### config.mk
export PLATFORM = sky130hd
export DESIGN_NAME = hdc_msg_sched
export DESIGN_NICKNAME = d
export VERILOG_FILES = /design/src/rtl/hdc_pkg.sv /design/src/rtl/hdc_eval_stats.sv /design/src/rtl/hdc_msg_sched.sv
export SDC_FILE = /design/constraint.sdc
export NUM_CORES = 2
export LEC_CHECK = 0
export BUFFER_PORTS_ARGS = -buffer_cell sky130_fd_sc_hd__buf_2
export CORE_AREA = 2 2 654 656
export CTS_BUF_LIST = sky130_fd_sc_hd__clkbuf_8
export CTS_CLUSTER_SIZE = 25
export DETAILED_ROUTE_END_ITERATION = 12
export DIE_AREA = 0 0 656 658
export SYNTH_ARGS = -nofsm -noshare
export SYNTH_HDL_FRONTEND = slang
export SYNTH_SLANG_ARGS = --single-unit
### constraint.sdc
create_clock -name clk -period 2.75 [get_ports clk]
set_clock_uncertainty 0.1 [all_clocks]
set_input_delay 0.4125 -clock clk [delete_from_list [all_inputs] [get_ports clk]]
set_output_delay 0.4125 -clock clk [all_outputs]
set_load 0.03 [all_outputs]
### src/rtl/hdc_pkg.sv
// Shared types and defaults for the HDC message path (sender, scheduler, encoder).
// Latency: n/a (declarations only).
// Backpressure: n/a.
package hdc_pkg;

    // Defaults every HDC block instantiates with, so the sender, encoder and
    // scheduler agree on bus widths and pass length.
    localparam int HDC_MAX_LENGTH = 200;
    localparam int HDC_MSG_NUMS   = 100;
    localparam int HDC_CNT_W      = 16;
    localparam int HDC_TIMEOUT    = 4096;

    // Class labels; codes 2 and 3 are reserved and mark a message as unusable.
    localparam logic [1:0] LBL_HAM  = 2'd0;
    localparam logic [1:0] LBL_SPAM = 2'd1;

    typedef enum logic [1:0] {
        ST_IDLE      = 2'd0,
        ST_STREAM    = 2'd1,
        ST_WAIT_PRED = 2'd2,
        ST_DONE      = 2'd3
    } sched_state_t;

    // A label is scoreable only if it is one of the two defined classes.
    function automatic logic label_ok(input logic [1:0] lbl);
        return (lbl == LBL_HAM) || (lbl == LBL_SPAM);
    endfunction

endpackage

### src/rtl/hdc_eval_stats.sv
// Saturating pass statistics (total/correct/skipped/timed-out) with end-of-pass pulse.
// Latency: event strobe in cycle C -> counter updated in C+1; pass_done in the cycle after the final commit.
// Backpressure: none; strobes are single-cycle and always accepted.
module hdc_eval_stats #(
    parameter int CNT_W    = 16,
    parameter int MSG_NUMS = 100
) (
    input  logic             clk,
    input  logic             rst_n,
    input  logic             score_en,
    input  logic             match,
    input  logic             skip,
    input  logic             tmo,
    input  logic             commit,
    output logic [CNT_W-1:0] total_cnt,
    output logic [CNT_W-1:0] correct_cnt,
    output logic [CNT_W-1:0] skip_cnt,
    output logic [CNT_W-1:0] tmo_cnt,
    output logic             pass_done
);

    // Increment unless already at the all-ones ceiling.
    function automatic logic [CNT_W-1:0] bump(input logic [CNT_W-1:0] v, input logic en);
        if (en && !(&v)) begin
            return v + CNT_W'(1);
        end
        return v;
    endfunction

    logic [CNT_W-1:0] total_nxt;
    logic [CNT_W-1:0] correct_nxt;
    logic [CNT_W-1:0] skip_nxt;
    logic [CNT_W-1:0] tmo_nxt;

    // The cycle showing pass_done is the one that clears; an event landing in
    // that same cycle is counted against the fresh pass rather than lost.
    always_comb begin
        total_nxt   = bump(pass_done ? '0 : total_cnt,   commit);
        correct_nxt = bump(pass_done ? '0 : correct_cnt, score_en && match);
        skip_nxt    = bump(pass_done ? '0 : skip_cnt,    skip);
        tmo_nxt     = bump(pass_done ? '0 : tmo_cnt,     tmo);
    end

    // Counter registers and the end-of-pass strobe.
    always_ff @(posedge clk or negedge rst_n) begin
        if (!rst_n) begin
            total_cnt   <= '0;
            correct_cnt <= '0;
            skip_cnt    <= '0;
            tmo_cnt     <= '0;
            pass_done   <= 1'b0;
        end else begin
            total_cnt   <= total_nxt;
            correct_cnt <= correct_nxt;
            skip_cnt    <= skip_nxt;
            tmo_cnt     <= tmo_nxt;
            pass_done   <= commit && (total_nxt == CNT_W'(MSG_NUMS));
        end
    end

endmodule

### src/rtl/hdc_msg_sched.sv
// Captures a message, streams it bytewise to the HDC encoder, scores the prediction and advances the sender.
// Latency: msg_valid T -> char_valid T+1; last handshake S -> WAIT_PRED S+1; pred_valid P -> compute_done P+1.
// Backpressure: char_data/char_last held while char_valid && !char_ready; msg_valid dropped outside IDLE.
module hdc_msg_sched
    import hdc_pkg::*;
#(
    parameter int MAX_LENGTH = HDC_MAX_LENGTH,
    parameter int MSG_NUMS   = HDC_MSG_NUMS,
    parameter int CNT_W      = HDC_CNT_W,
    parameter int TIMEOUT    = HDC_TIMEOUT
) (
    input  logic                    clk,
    input  logic                    rst_n,
    input  logic [MAX_LENGTH*8-1:0] msg,
    input  logic                    msg_valid,
    input  logic [7:0]              length,
    input  logic [1:0]              label,
    output logic                    compute_done,
    output logic [7:0]              char_data,
    output logic                    char_valid,
    output logic                    char_last,
    input  logic                    char_ready,
    input  logic                    pred_valid,
    input  logic [1:0]              pred_label,
    output logic [CNT_W-1:0]        total_cnt,
    output logic [CNT_W-1:0]        correct_cnt,
    output logic [CNT_W-1:0]        skip_cnt,
    output logic [CNT_W-1:0]        tmo_cnt,
    output logic                    match,
    output logic                    pass_done
);

    localparam int IDX_W  = (MAX_LENGTH > 1) ? $clog2(MAX_LENGTH) : 1;
    localparam int WCNT_W = (TIMEOUT > 1) ? $clog2(TIMEOUT) : 1;

    sched_state_t                  state;
    logic [MAX_LENGTH-1:0][7:0]    msg_q;
    logic [7:0]                    len_q;
    logic [1:0]                    lbl_q;
    logic [IDX_W-1:0]              idx;
    logic [WCNT_W-1:0]             wcnt;

    logic [7:0] eff_len;
    logic       msg_ok;
    logic       last_byte;
    logic       wcnt_term;
    logic       pred_hit;
    logic       score_ev;
    logic       skip_ev;
    logic       tmo_ev;
    logic       commit;

    // Clamp the requested length to the bus capacity and decide if the message is usable.
    always_comb begin
        eff_len = length;
        if (32'(length) > MAX_LENGTH) begin
            eff_len = 8'(MAX_LENGTH);
        end
        msg_ok = (eff_len != 8'd0) && label_ok(label);
    end

    // Byte serializer view of the capture register plus per-state event strobes.
    always_comb begin
        last_byte  = (32'(idx) + 32'd1) == 32'(len_q);
        wcnt_term  = 32'(wcnt) == (TIMEOUT - 1);
        pred_hit   = (pred_label == lbl_q);
        char_data  = char_valid ? msg_q[idx] : 8'd0;
        char_last  = char_valid && last_byte;
        score_ev   = (state == ST_WAIT_PRED) && pred_valid;
        tmo_ev     = (state == ST_WAIT_PRED) && !pred_valid && wcnt_term;
        skip_ev    = (state == ST_IDLE) && msg_valid && !msg_ok;
        commit     = (state == ST_DONE);
    end

    // Main controller: capture, stream, wait for prediction, report.
    always_ff @(posedge clk or negedge rst_n) begin
        if (!rst_n) begin
            state        <= ST_IDLE;
            msg_q        <= '0;
            len_q        <= '0;
            lbl_q        <= '0;
            idx          <= '0;
            wcnt         <= '0;
            char_valid   <= 1'b0;
            compute_done <= 1'b0;
            match        <= 1'b0;
        end else begin
            case (state)
                ST_IDLE: begin
                    if (msg_valid) begin
                        msg_q <= msg;
                        len_q <= eff_len;
                        lbl_q <= label;
                        idx   <= '0;
                        if (msg_ok) begin
                            state      <= ST_STREAM;
                            char_valid <= 1'b1;
                        end else begin
                            state        <= ST_DONE;
                            compute_done <= 1'b1;
                        end
                    end
                end
                ST_STREAM: begin
                    // char_valid is high for the whole state, so ready alone is the handshake.
                    if (char_ready) begin
                        if (last_byte) begin
                            state      <= ST_WAIT_PRED;
                            char_valid <= 1'b0;
                            wcnt       <= '0;
                        end else begin
                            idx <= idx + IDX_W'(1);
                        end
                    end
                end
                ST_WAIT_PRED: begin
                    // A prediction on the terminal cycle takes priority over the timeout.
                    if (pred_valid) begin
                        match        <= pred_hit;
                        state        <= ST_DONE;
                        compute_done <= 1'b1;
                    end else if (wcnt_term) begin
                        match        <= 1'b0;
                        state        <= ST_DONE;
                        compute_done <= 1'b1;
                    end else begin
                        wcnt <= wcnt + WCNT_W'(1);
                    end
                end
                ST_DONE: begin
                    compute_done <= 1'b0;
                    state        <= ST_IDLE;
                end
                default: begin
                    state        <= ST_IDLE;
                    char_valid   <= 1'b0;
                    compute_done <= 1'b0;
                end
            endcase
        end
    end

    hdc_eval_stats #(
        .CNT_W    (CNT_W),
        .MSG_NUMS (MSG_NUMS)
    ) u_stats (
        .clk         (clk),
        .rst_n       (rst_n),
        .score_en    (score_ev),
        .match       (pred_hit),
        .skip        (skip_ev),
        .tmo         (tmo_ev),
        .commit      (commit),
        .total_cnt   (total_cnt),
        .correct_cnt (correct_cnt),
        .skip_cnt    (skip_cnt),
        .tmo_cnt     (tmo_cnt),
        .pass_done   (pass_done)
    );

endmodule

==> results of run 1 <==
-- per-stage QoR --
stage	setup WS [ns]	util (%)	hold slack (ns)
after detailed placement	-2.46	23.8	0.357
after global placement	-2.54	23.7	0.353
after CTS	-2.64	33.4	0.00178
after floorplan	-0.255	-	0.0169
-- synthesized netlist by cell type, types with 19 or more instances --
cell,count,area share [%]
a221o_1,24,0.30
mux2_2,20,0.28
a31oi_1,19,0.15
mux2i_1,336,4.3
buf_6,39,0.56
nor3_1,33,0.21
and3_1,23,0.18
a21oi_1,68,0.43
buf_1,38,0.18
mux4_2,238,6.8
nand4_1,33,0.26
nand2_1,4940,23
o21ai_1,21,0.13
dfrtp_1,1700,54
xor2_1,32,0.35
o21ai_0,64,0.41
a22oi_1,68,0.65
nand3_1,79,0.50
a221oi_1,74,0.82
nand2b_1,26,0.21
nor2_1,90,0.43
nor2b_1,30,0.24
clkbuf_1,399,1.9
buf_2,50,0.32
xnor2_1,26,0.29
-- timing repair --
action                     4_1_cts
hold endpoints to repair      3329
setup endpoints to repair       33
setup buffers                   46
pin swaps                       49
hold buffers                  3330
gates resized for setup        197
cloned                           2
-- logic make-up after synthesis --
group	Yosys count
simple gates	5333
flops	1700
buf+inv	572
compound gates	475
xor+xnor	58
fa+ha+maj	10
mux	596
-- routing by layer --
metal  overflow  GRT usage (%)
met1         65           34.5
met2        513           43.0
met3         28           14.4
met4        210           18.3
met5          3           4.38
==> summary.txt, run 1 <==
Global routing
  • First-pass GRT wire length: around 900 mm
  • Number of global-route vias before repair: 111000
  • GR Util All Layers: between 20% and 30%
  • Overflow after GRT: around 820
  • Largest net degree at the start of global routing: between 100 and 150

Outcome
  • Status: aborted with a tool error
  • Halt Stage: global routing (5_1_grt)
  • First Err: [ERROR GRT-0116] Global routing finished with congestion. Check the congestion regions in the DRC Viewer.

Yosys
  • Seq/Total Area, Yosys: a little over half
  • Cell count after synthesis: 8744
  • Synth Area in Compound Gates: 4.38%
  • Syn avg cell area: 9.04 µm²
  • Synth Area in XOR/XNOR: 0.643%
  • Mux contribution to synthesized area: 11.3%
  • Number of synthesized flops with an enable pin: 0
  • Top FF cell, synth: dfrtp_1
  • Synth Area in Simple Gates: 26.2%
  • Distinct cells, synth: just over 80
  • Synth Area in Adders: less than 1%
  • Combinational family with the most area after synthesis: simple AND/OR/NAND/NOR gates
  • Synthesized Nets: roughly 10000
  • Synth warn: 0
  • Area of the mapped netlist: 79000 µm²
  • Post-synth ARST share: between 90% and 100%
  • Seq cells post-synth: 1700

CTS
  • # clock sinks: 1700
  • CTS Buf Count: roughly 310
  • Max clock buf depth: 4
  • Root buf cell: clkbuf_8
  • H-tree depth: 5

Placement
  • PortBufs: 1693
  • Post-DP Area: around 100000 µm²
  • Cell count after placement: approximately 16000
  • Final Wtd Congestion: a little over 0.9
  • Detailed-placement wirelength estimate: 362 mm

Floorplan
  • # rows: 240
  • Starting density of the core: 18.6%
  • Die Wd: about 660 µm
  • Die height: around 660 µm
  • Num ports: roughly 1700
==> run 2, diff against run 1 <==
CORE_AREA = 2 2 656 658   (was 2 2 654 656)
CTS_BUF_LIST = default   (was sky130_fd_sc_hd__clkbuf_8)
CTS_CLUSTER_SIZE = default   (was 25)
DIE_AREA = 0 0 658 660   (was 0 0 656 658)
PLACE_DENSITY_LB_ADDON = 0.15   (was default)
clock period = 3.6 ns   (was 2.75 ns; I/O delays follow)
==> summary.txt, run 2 <==
Outcome
  • Status: complete, but fails checks
  • Failing checks: setup timing

Yosys
  • Area contributors post-synth: dfrtp_1 54%, nand2_1 23%, mux4_2 6.8%, mux2i_1 4.3%, clkbuf_1 1.9%
  • Post-synth ARST share: 100%
  • Synthesized Nets: 10400
  • Yosys top cell area share: a little over half
  • Synth warn: 0
  • Top FF cell, synth: dfrtp_1
  • Seq cells post-synth: 1700
  • Cell count after synthesis: 8744
  • Syn avg cell area: between 9 and 10 µm²
  • Most frequent cells after synthesis: 4940 x nand2_1, 1700 x dfrtp_1, 399 x clkbuf_1
  • Distinct cells, synth: 83
  • Seq/Total Area, Yosys: ~54%
  • Number of synthesized flops with an enable pin: 0
  • Count leader, synth: nand2_1
  • Area of the mapped netlist: between 70000 and 80000 µm²
  • Post-synth top area cell: dfrtp_1

Timing
  • Headroom to the max-slew limit: 17.5%
  • Final Hold Viols: 0
  • Setup violations, final: 9
  • Worst setup margin: -1.35 ns
  • Final Cycle Share: 138%
  • RSZ-0062 raised after global routing: true
  • Slew @ Worst Pin: between 1 and 1.5 ns
  • Final Slew Violations: 0
  • Min Tclk post-route: between 4 and 5 ns
  • Max frequency: 202 MHz
  • Setup TNS: -10.62 ns

Detailed routing
  • Vias per Instance: ~4.3
  • First-pass DRT Iterations: 5
  • Via count: between 70000 and 80000
  • Final wirelength: about 490 mm
  • DRC viols: 0
  • Initial DRC count: between 5000 and 6000
  • Detail Route Antenna Nets: 0
  • Routed len/inst: between 20 and 30 µm

Final layout
  • Layout cell share with drive strength beyond 1: 25.9%
  • Storage cell area: 42600 µm²
  • Fillers: around 45000
  • Commonest non-fill, non-tap cell in the layout: nand2_1
  • Non-Filler Instances: approximately 18000
  • Most frequent cells in the layout: 4934 x nand2_1, 1691 x dfrtp_1, 1683 x buf_2
  • Max FFs per register: 1600
  • Area delta synth->final: 57.6%
  • Most flops, register: msg_q
  • Area of the multi-input gates: ~35000 µm²
  • Layout Nets: roughly 14000

Global routing
  • Number of global-route vias before repair: between 80000 and 90000
  • First-pass GRT wire length: 667 mm
  • Largest net degree at the start of global routing: 203
  • Antenna violations before repair: 63
  • GR Util All Layers: a little over a fifth
  • Overflow after GRT: 0

CTS
  • # clock sinks: between 1500 and 2000
  • Worst-path clk slew: 0.06 ns
  • TritonCTS clock tree: built
  • CTS Buf Count: between 200 and 250
  • Max clock buf depth: 4
  • H-tree depth: 4
  • Worst-skew pair later-pin latency: between 0.9 and 1 ns
  • Root buf cell: clkbuf_16

Worst setup path
  • WP data required: a little under 3 ns
  • Crit-path leading delay family: buffers and inverters
  • Critical Path Most Common Cell: buf_12
  • Critical-path cell list: buf_12, buf_12, buf_12, buf_6, mux2i_1, a221o_1, a21oi_4, nand3b_1, buf_6, a31oi_4, nor4_4, buf_12
  • WP buf/inv: 6
  • Largest stage delay, worst path: ~0.62 ns
  • R2R setup slack: around 0.060 ns
  • Crit path DAT: 4.31 ns
  • CP Max Fanout: 7
  • CP max-delay cell: nor4_4
  • Setup CP Type: reg2out
  • Crit. End Element: output pin
  • Startpoint types: register

Pwr
  • Power per standard cell area: slightly below 900 nW/µm²
  • Total Power: approximately 110 mW
  • Peak supply drop: roughly 500 µV
  • Static Leakage: between 60 and 70 nW

Run
  • Number of max-cap violations: 0

Floorplan
  • Die area: 434000 µm²
  • # rows: 240
  • Die Wd: 658 µm
  • Starting density of the core: a little under a fifth
  • Core Region: between 400000 and 500000 µm²
  • Num ports: approximately 1700
  • Die height: between 600 and 700 µm

Placement
  • Cell count after placement: around 16000
  • PortBufs: about 1700
  • Final Wtd Congestion: around 0.88
  • Detailed-placement wirelength estimate: between 300 and 400 mm

Min path
  • Worst hold path class: in2async
==> run 2: cell counts after synthesis <==
No cell type changed its count.
==> run 2: cell families after synthesis <==
| kind of cell | Yosys count | share of synthesized area (%) |
|---|---|---|
| adder cells (fa/ha/maj) | 10 | 0.158 |
| AO/OA/AOI/OAI | 475 | 4.38 |
| XOR/XNOR | 58 | 0.643 |
| buffers and inverters | 572 | 3.45 |
| multiplexers | 596 | 11.3 |
| AND/OR/NAND/NOR | 5333 | 26.2 |
| flip-flops | 1700 | 53.8 |
==> run 2: per-stage QoR <==
step | hold WS [ns] | area, µm² | utilization (%) | worst slack [ns]
after global routing | 0.0355 | 125000 | 29.2 | -1.49
after detailed placement | 0.358 | 98100 | 23.0 | -1.87
after global placement | 0.352 | 98100 | 23.0 | -2.46
after floorplan | 0.144 | 79000 | - | 0.0671
final | 0.0170 | 125000 | 29.2 | -1.35
after CTS | 0.0246 | 123000 | 28.9 | -1.63
==> run 2: worst reg2reg max path: cells and delay by family (launching register included) <==
kind,cells,cell delay (ns)
buffers and inverters,10,1.35
AOI/OAI and AO/OA,4,0.68
and+or+nand+nor,3,0.58
DFF,1,0.48
adders and majority gates,1,0.19
==> run 2: area by class of cell <==
cell class	count	area share [%]
well taps	5687	5.71
diodes	35	0.0703
clock inverters	83	0.627
inverters	17	0.0613
clock buffers	304	4.93
repair buffers	4047	26.1
flip-flops and latches	1700	34.2
multi-input cells	6472	28.3
==> run 2: path summary, 6_finish.rpt <==
kind	startpoint	to	cells after the start
setup / recovery	idx[0]	char_data[2]	12
hold / removal	rst_n	msg_q[845]	2
setup reg to reg	idx[0]	idx[3]	18
hold reg to reg	msg_q[663]	msg_q[663]	2
max in group asynchronous	rst_n	msg_q[1257]	3
min in group clk	pred_label[1]	match	4
==> run 2: repair_timing <==
item,4_1_cts,5_1_grt
hold buffers,1615,0
endpoints found under the hold margin,1744,0
setup endpoints to repair,31,18
buffers inserted,76,59
resized for setup,270,165
pin swaps,41,59
cloned,8,1
==> run 2: layer usage <==
layer	track usage, %	wire [µm]
met5	0	58
met1	27.0	204000
met2	37.0	235000
met3	3.04	21100
met4	11.8	30100
==> run 2: where the power goes <==
group | internal [mW] | switching, mW | total [mW]
sequential | 27.8 | 5.76 | 33.5
combinational | 21.5 | 32.0 | 53.6
clock | 12.5 | 9.28 | 21.8
total | 61.8 | 47.1 | 109
Note: power is estimated with default switching activity, not from simulation.
